==> config.mk <==
export PLATFORM = sky130hd
export DESIGN_NAME = ac97_frame_serializer
export DESIGN_NICKNAME = d
export VERILOG_FILES = /design/src/rtl/ac97_frame_serializer.sv
export SDC_FILE = /design/constraint.sdc
export NUM_CORES = 1
export LEC_CHECK = 0
export CAP_MARGIN = 40
export CORE_MARGIN = 1.5
export CORE_UTILIZATION = 30
export CTS_BUF_LIST = sky130_fd_sc_hd__clkbuf_8
export DETAILED_ROUTE_END_ITERATION = 10
export PLACE_DENSITY = 0.56
export SLEW_MARGIN = 0
export SYNTH_ARGS = -nofsm -noshare
export SYNTH_HDL_FRONTEND = slang
export SYNTH_SLANG_ARGS = --single-unit
==> constraint.sdc <==
create_clock -name I_BITCLK -period 2.3 [get_ports I_BITCLK]
set_input_delay 0.46 -clock I_BITCLK [delete_from_list [all_inputs] [get_ports I_BITCLK]]
set_output_delay 0.46 -clock I_BITCLK [all_outputs]
set_load 0.01 [all_outputs]
==> src/rtl/ac97_frame_serializer.sv <==
// -----------------------------------------------------------------------------
// ac97_frame_serializer
//
// Builds 256-bit AC'97 output frames (16-bit tag + twelve 20-bit slots) and
// shifts them out MSB-first, one bit per I_BITCLK rising edge. Slots 3/4 carry
// the PCM samples. Slots 1/2 carry one buffered codec register write. All
// per-frame inputs are shadowed at the frame boundary, so a frame in flight is
// never disturbed by input changes.
//
// Ports
//   I_BITCLK      in   1   bit clock, all logic on its rising edge
//   I_RESET_N     in   1   asynchronous active-low reset
//   I_ENABLE      in   1   enables frame-valid and PCM-valid tag bits
//   I_LEFT        in  20   slot 3 PCM sample (two's complement)
//   I_RIGHT       in  20   slot 4 PCM sample (two's complement)
//   I_CMD_VALID   in   1   register-write request
//   I_CMD_ADDR    in   7   register address
//   I_CMD_DATA    in  16   register data
//   O_CMD_READY   out  1   command buffer free
//   O_STROBE      out  1   one-cycle sample-request pulse per frame
//   O_SYNC        out  1   frame sync (high during the tag slot)
//   O_SDATA       out  1   serial frame data
// -----------------------------------------------------------------------------
module ac97_frame_serializer (
    input  logic        I_BITCLK,
    input  logic        I_RESET_N,
    input  logic        I_ENABLE,
    input  logic [19:0] I_LEFT,
    input  logic [19:0] I_RIGHT,
    input  logic        I_CMD_VALID,
    input  logic [6:0]  I_CMD_ADDR,
    input  logic [15:0] I_CMD_DATA,
    output logic        O_CMD_READY,
    output logic        O_STROBE,
    output logic        O_SYNC,
    output logic        O_SDATA
);

    typedef enum logic [1:0] {
        CMD_IDLE    = 2'd0,
        CMD_PENDING = 2'd1,
        CMD_SENDING = 2'd2
    } cmd_state_t;

    // Last bit position of each populated slot; slots 5-12 are always zero.
    localparam logic [7:0] TAG_END   = 8'd15;
    localparam logic [7:0] SLOT1_END = 8'd35;
    localparam logic [7:0] SLOT2_END = 8'd55;
    localparam logic [7:0] SLOT3_END = 8'd75;
    localparam logic [7:0] SLOT4_END = 8'd95;
    // Strobe register is loaded one edge early so it is high while P=254.
    localparam logic [7:0] STROBE_PRE = 8'd253;

    // Frame position and registered serial outputs
    logic [7:0]  r_pos;
    logic        r_sync;
    logic        r_sdata;
    logic        r_strobe;

    // Per-frame shadows
    logic        r_sh_enable;
    logic [19:0] r_sh_left;
    logic [19:0] r_sh_right;

    // Command buffer and state
    cmd_state_t  r_cmd_state;
    logic        r_cmd_ready;
    logic [6:0]  r_cmd_addr;
    logic [15:0] r_cmd_data;

    // Combinational frame content
    logic        w_boundary;
    logic        w_cmd_sending;
    logic [15:0] w_tag;
    logic [19:0] w_slot1;
    logic [19:0] w_slot2;
    logic [19:0] w_slot3;
    logic [19:0] w_slot4;
    logic        w_sdata_next;
    logic        w_sync_next;
    logic        w_strobe_next;

    assign w_boundary    = (r_pos == 8'hFF);
    assign w_cmd_sending = (r_cmd_state == CMD_SENDING);

    // Tag: frame valid, cmd addr valid, cmd data valid, left valid, right valid
    assign w_tag   = {r_sh_enable, w_cmd_sending, w_cmd_sending,
                      r_sh_enable, r_sh_enable, 11'b0};
    assign w_slot1 = w_cmd_sending ? {1'b0, r_cmd_addr, 12'b0} : '0;
    assign w_slot2 = w_cmd_sending ? {r_cmd_data, 4'b0}        : '0;
    assign w_slot3 = r_sh_enable   ? r_sh_left                 : '0;
    assign w_slot4 = r_sh_enable   ? r_sh_right                : '0;

    // Select frame bit r_pos. Within a slot ending at position E, frame bit n
    // maps to slot bit (E - n), which gives MSB-first ordering.
    always_comb begin
        w_sdata_next = 1'b0;
        if (r_pos <= TAG_END) begin
            w_sdata_next = w_tag[~r_pos[3:0]];
        end else if (r_pos <= SLOT1_END) begin
            w_sdata_next = w_slot1[5'(SLOT1_END - r_pos)];
        end else if (r_pos <= SLOT2_END) begin
            w_sdata_next = w_slot2[5'(SLOT2_END - r_pos)];
        end else if (r_pos <= SLOT3_END) begin
            w_sdata_next = w_slot3[5'(SLOT3_END - r_pos)];
        end else if (r_pos <= SLOT4_END) begin
            w_sdata_next = w_slot4[5'(SLOT4_END - r_pos)];
        end
    end

    assign w_sync_next   = (r_pos <= TAG_END);
    assign w_strobe_next = (r_pos == STROBE_PRE);

    // Position counter, serial outputs and frame shadows
    always_ff @(posedge I_BITCLK or negedge I_RESET_N) begin
        if (!I_RESET_N) begin
            r_pos       <= '0;
            r_sync      <= 1'b0;
            r_sdata     <= 1'b0;
            r_strobe    <= 1'b0;
            r_sh_enable <= 1'b0;
            r_sh_left   <= '0;
            r_sh_right  <= '0;
        end else begin
            r_pos    <= r_pos + 8'd1;
            r_sync   <= w_sync_next;
            r_sdata  <= w_sdata_next;
            r_strobe <= w_strobe_next;
            if (w_boundary) begin
                r_sh_enable <= I_ENABLE;
                r_sh_left   <= I_LEFT;
                r_sh_right  <= I_RIGHT;
            end
        end
    end

    // Command FSM. State changes other than acceptance happen only on the
    // frame boundary, so a command occupies exactly one whole frame. A
    // command accepted on the boundary edge itself lands in PENDING and waits
    // a full frame.
    always_ff @(posedge I_BITCLK or negedge I_RESET_N) begin
        if (!I_RESET_N) begin
            r_cmd_state <= CMD_IDLE;
            r_cmd_ready <= 1'b1;
            r_cmd_addr  <= '0;
            r_cmd_data  <= '0;
        end else begin
            case (r_cmd_state)
                CMD_IDLE: begin
                    if (I_CMD_VALID) begin
                        r_cmd_addr  <= I_CMD_ADDR;
                        r_cmd_data  <= I_CMD_DATA;
                        r_cmd_state <= CMD_PENDING;
                        r_cmd_ready <= 1'b0;
                    end
                end
                CMD_PENDING: begin
                    if (w_boundary) begin
                        r_cmd_state <= CMD_SENDING;
                    end
                end
                CMD_SENDING: begin
                    if (w_boundary) begin
                        r_cmd_state <= CMD_IDLE;
                        r_cmd_ready <= 1'b1;
                    end
                end
                default: begin
                    r_cmd_state <= CMD_IDLE;
                    r_cmd_ready <= 1'b1;
                end
            endcase
        end
    end

    assign O_SYNC      = r_sync;
    assign O_SDATA     = r_sdata;
    assign O_STROBE    = r_strobe;
    assign O_CMD_READY = r_cmd_ready;

endmodule

==> flow_metrics.env <==
export IMPL_run_status="completed"
export IMPL_fp_coreArea_um2=12200
export IMPL_globalRoute_busiestLayer="met2"
export IMPL_first_global_vias=2551
export IMPL_first_pass_iters=4
export IMPL_critPathLaunch="r_pos[0]$_DFF_PN0_"
export IMPL_clk_pin_slew_worst_paths_ps=80
export IMPL_placed_cell_area_um2=4740
export IMPL_final_hold_viol_count=0
export IMPL_cts_setup_buffers=0
export IMPL_power_switching_mw=0.554
export IMPL_global_route_usage_total_pct=13.2
export IMPL_power_combinational_fraction_pct=5.5
export IMPL_dp_hpwl_mm=5.87
export IMPL_clk_path_buf_depth=2
export IMPL_cts_hold_repair_buffers=0
export IMPL_yosys_warnings=0
export IMPL_drt_drc_violations_left=0
export IMPL_cp_start_kind="flop"
export IMPL_wl_per_cell_um=15.3
export IMPL_netSwitchingFraction_pct=21.1
export IMPL_post_layout_total_power_mw=2.63
export IMPL_grt_max_degree=43
export IMPL_data_required_time_at_the_worst_endpoint_ps=2510
export IMPL_critPathArrivalTime_ps=2370
export IMPL_worst_r2r_endpoint="O_SDATA$_DFF_PN0_"
export IMPL_fill_cells=1187
export IMPL_height_of_the_die_um=115
export IMPL_fin_hold_ws_ps=70.8
export IMPL_critical_path_most_common_cell="o21ai_1"
export IMPL_wirelength_mm=8.09
export IMPL_port_buffers=70
export IMPL_insertedDiodeCount=0
export IMPL_max_slew_margin_rel_pct=65.8
export IMPL_ys_seq_area_share_pct=51.7
export IMPL_dr_total_vias=2476
export IMPL_crit_path_end_kind="flop"
export IMPL_cts_buffers_inserted=9
export IMPL_regToRegSetupSlack_ps=140
export IMPL_fmaxAchievable_ghz=0.464
export IMPL_timing_setup_tns_ps=0
export IMPL_timing_max_transition_violations_final=0
export IMPL_use_met3_pct=3.37
export IMPL_grt_overflow_total=0
export IMPL_grtUsageMet1_pct=17.5
export IMPL_crit_fanout=12
export IMPL_largest_stage_delay_worst_path_ps=620
export IMPL_finalCriticalPeriod_ps=2160
export IMPL_grt_antenna_before_repair=0
export IMPL_maxCapViolations=0
export IMPL_final_cell_area_um2=4950
export IMPL_fp_dieArea_um2=13300
export IMPL_worstPathCellList="buf_4 > mux4_1 > nor4b_1 > a41oi_1 > o21ai_1 > a31oi_1 > o21ai_1"
export IMPL_critPathSlowestCell="mux4_1"
export IMPL_cts_sinks=78
export IMPL_floorplan_initialDensity_pct=31.0
export IMPL_htreeDepth=3
export IMPL_crit_reg2reg_launch="r_pos[0]$_DFF_PN0_"
export IMPL_r2r_worst_path_cells=7
export IMPL_period_share_pct=93.8
export IMPL_power_internal_mw=2.08
export IMPL_die_x_um=115
export IMPL_p_seq_share_pct=52.1
export IMPL_tightest_slew_ps=513
export IMPL_antenna_violating_nets_post_route=0
export IMPL_grt_use_met2_pct=21.3
export IMPL_synth_area_top_cells="dfrtp_1 51%, mux2_2 19%, mux4_1 6.3%"
export IMPL_post_cts_resized_instances=0
export IMPL_power_per_cell_area_nw_per_um2=531
export IMPL_p_leak_nw=2.39
export IMPL_root_buffer_selected_by_cts="clkbuf_8"
export IMPL_netlist_instances=275
export IMPL_synth_area_per_cell_um2=13.7
export IMPL_synthesis_nets=350
export IMPL_rows=40
export IMPL_synth_top_cell_area_share_pct=51.0
export IMPL_p_clk_share_pct=42.4
export IMPL_drive_above_1_share_pct=27.8
export IMPL_detailedRoute_firstIterationViolations=96
export IMPL_synthArstFlopShare_pct=100
export IMPL_finalNetCount=430
export IMPL_synth_top_area_cell="dfrtp_1"
export IMPL_cts_tree="yes"
export IMPL_synth_edf_count=0
export IMPL_post_drt_via_cell_ratio=4.69
export IMPL_type_of_the_tightest_min_delay_check="in -> async"
export IMPL_rsz_0062_raised_after_global_routing="false"
export IMPL_setup_worst_path_class="reg -> reg"
export IMPL_post_route_util_pct=40.7
export IMPL_timing_clock_skew_ps=13.8
export IMPL_wire_length_of_the_first_global_routing_pass_mm=13.2
export IMPL_num_io_pins=71
export IMPL_vdd_ir_drop_worst_v=0.000278
export IMPL_synth_cell_area_um2=3770
export IMPL_yosysUniqueCellTypes=41
export IMPL_globalplace_congestion=0.823
export IMPL_insertion_delay_ps=350
export IMPL_ys_flop_type="dfrtp_1"
export IMPL_final_setup_viol_count=0
export IMPL_yosys_register_bits=78
export IMPL_area_delta_synth_final_pct=31.2
-- worst max path at each step --
stage | to | slack (ps) | cells past startpoint
floorplan | O_SDATA$_DFF_PN0_ | 340 | 8
global placement | O_SDATA$_DFF_PN0_ | 90 | 8
detailed placement | O_SDATA$_DFF_PN0_ | 90 | 8
CTS | O_SDATA$_DFF_PN0_ | 60 | 8
global route | O_SDATA$_DFF_PN0_ | 2 | 7
finish | O_SDATA$_DFF_PN0_ | 140 | 7
-- metal layers --
metal | wire length, um | vias up | share of wire, %
met4 | 95 | 0 | 1.2
met3 | 278 | 7 | 3.4
met2 | 3910 | 43 | 48
li1 | - | 1177 | -
met5 | 0 | - | 0
met1 | 3810 | 1249 | 47
-- layout by cell type, fill, tap and decap left out, drive strengths merged, types with 7 or more instances in the layout --
| cell type | instances |
|---|---|
| nand2 | 11 |
| mux2 | 64 |
| mux4 | 11 |
| nand4 | 7 |
| dfrtp | 77 |
| mux2i | 12 |
| clkdlybuf4s50 | 69 |
| ha | 8 |
| nor2 | 10 |
| clkbuf | 9 |
| buf | 15 |
-- cells in the mapped netlist (2+ instances only) --
master and count:
dfrtp_1 77, mux2_2 64, mux2i_1 12, nand2_1 11, nor2_1 10, buf_2 9, mux4_1 9, ha_1 8
nand4_1 7, nor2b_1 5, xnor2_1 5, a21oi_1 4, inv_1 4, nand3_1 4, nor4_1 4, o21ai_0 3
xor2_1 3, a21boi_0 2, a31oi_1 2, a32oi_1 2, and3_1 2, buf_4 2, clkbuf_1 2, clkinv_1 2
mux4_2 2, nand2b_1 2, nor3_1 2, o21ai_1 2, o31ai_1 2
-- cell type report --
type	instances	area, um^2	area share, %
flip-flops and latches	78	1950	39.5
multi-input cells	176	1710	34.5
repair buffers	84	841	17.0
well taps	168	210	4.25
clock buffers	9	124	2.50
clock inverters	7	90.1	1.82
inverters	6	22.5	0.455
-- logic make-up after synthesis --
family	after synthesis	synth area share, %
mux	87	29.7
buf+inv	21	3.08
xor+xnor	8	1.86
simple gates	50	6.86
compound gates	23	4.08
flops	78	51.7
fa+ha+maj	8	2.65
-- metrics by stage --
stage / std cells / setup slack, ps
after floorplan: 275 / 341
after global placement: 512 / 89.0
after detailed placement: 512 / 93.5
after CTS: 528 / 58.2
after global routing: 528 / 2.12
final: 528 / 143
-- worst max-delay path: cells and delay by family (launching register included) --
kind,cells,cell delay [ps]
muxes,1,620
and+or+nand+nor,1,170
DFF,1,410
AOI/OAI and AO/OA,4,550
buffers and inverters,1,260
-- flip-flops by register name, indices dropped and copies added (netlist names) --
| signal | flops |
|---|---|
| r_pos | 8 |
| r_sh_enable | 1 |
| O_SYNC | 1 |
| r_cmd_data | 16 |
| O_CMD_READY | 1 |
| r_sh_right | 20 |
| r_cmd_addr | 7 |
| r_cmd_state | 2 |
| O_STROBE | 1 |
| r_sh_left | 20 |
| O_SDATA | 1 |
-- power by group through the flow --
stage          sequential (mW)  clock (mW)  combinational [mW]
2_1_floorplan             1.40           0            0.000918
3_3_place_gp              1.40           0               0.151
3_5_place_dp              1.40           0               0.150
4_1_cts                   1.37        1.14               0.151
5_1_grt                   1.37        1.21               0.158
6_report                  1.37        1.11               0.146
(Power assumes the default switching activity.)
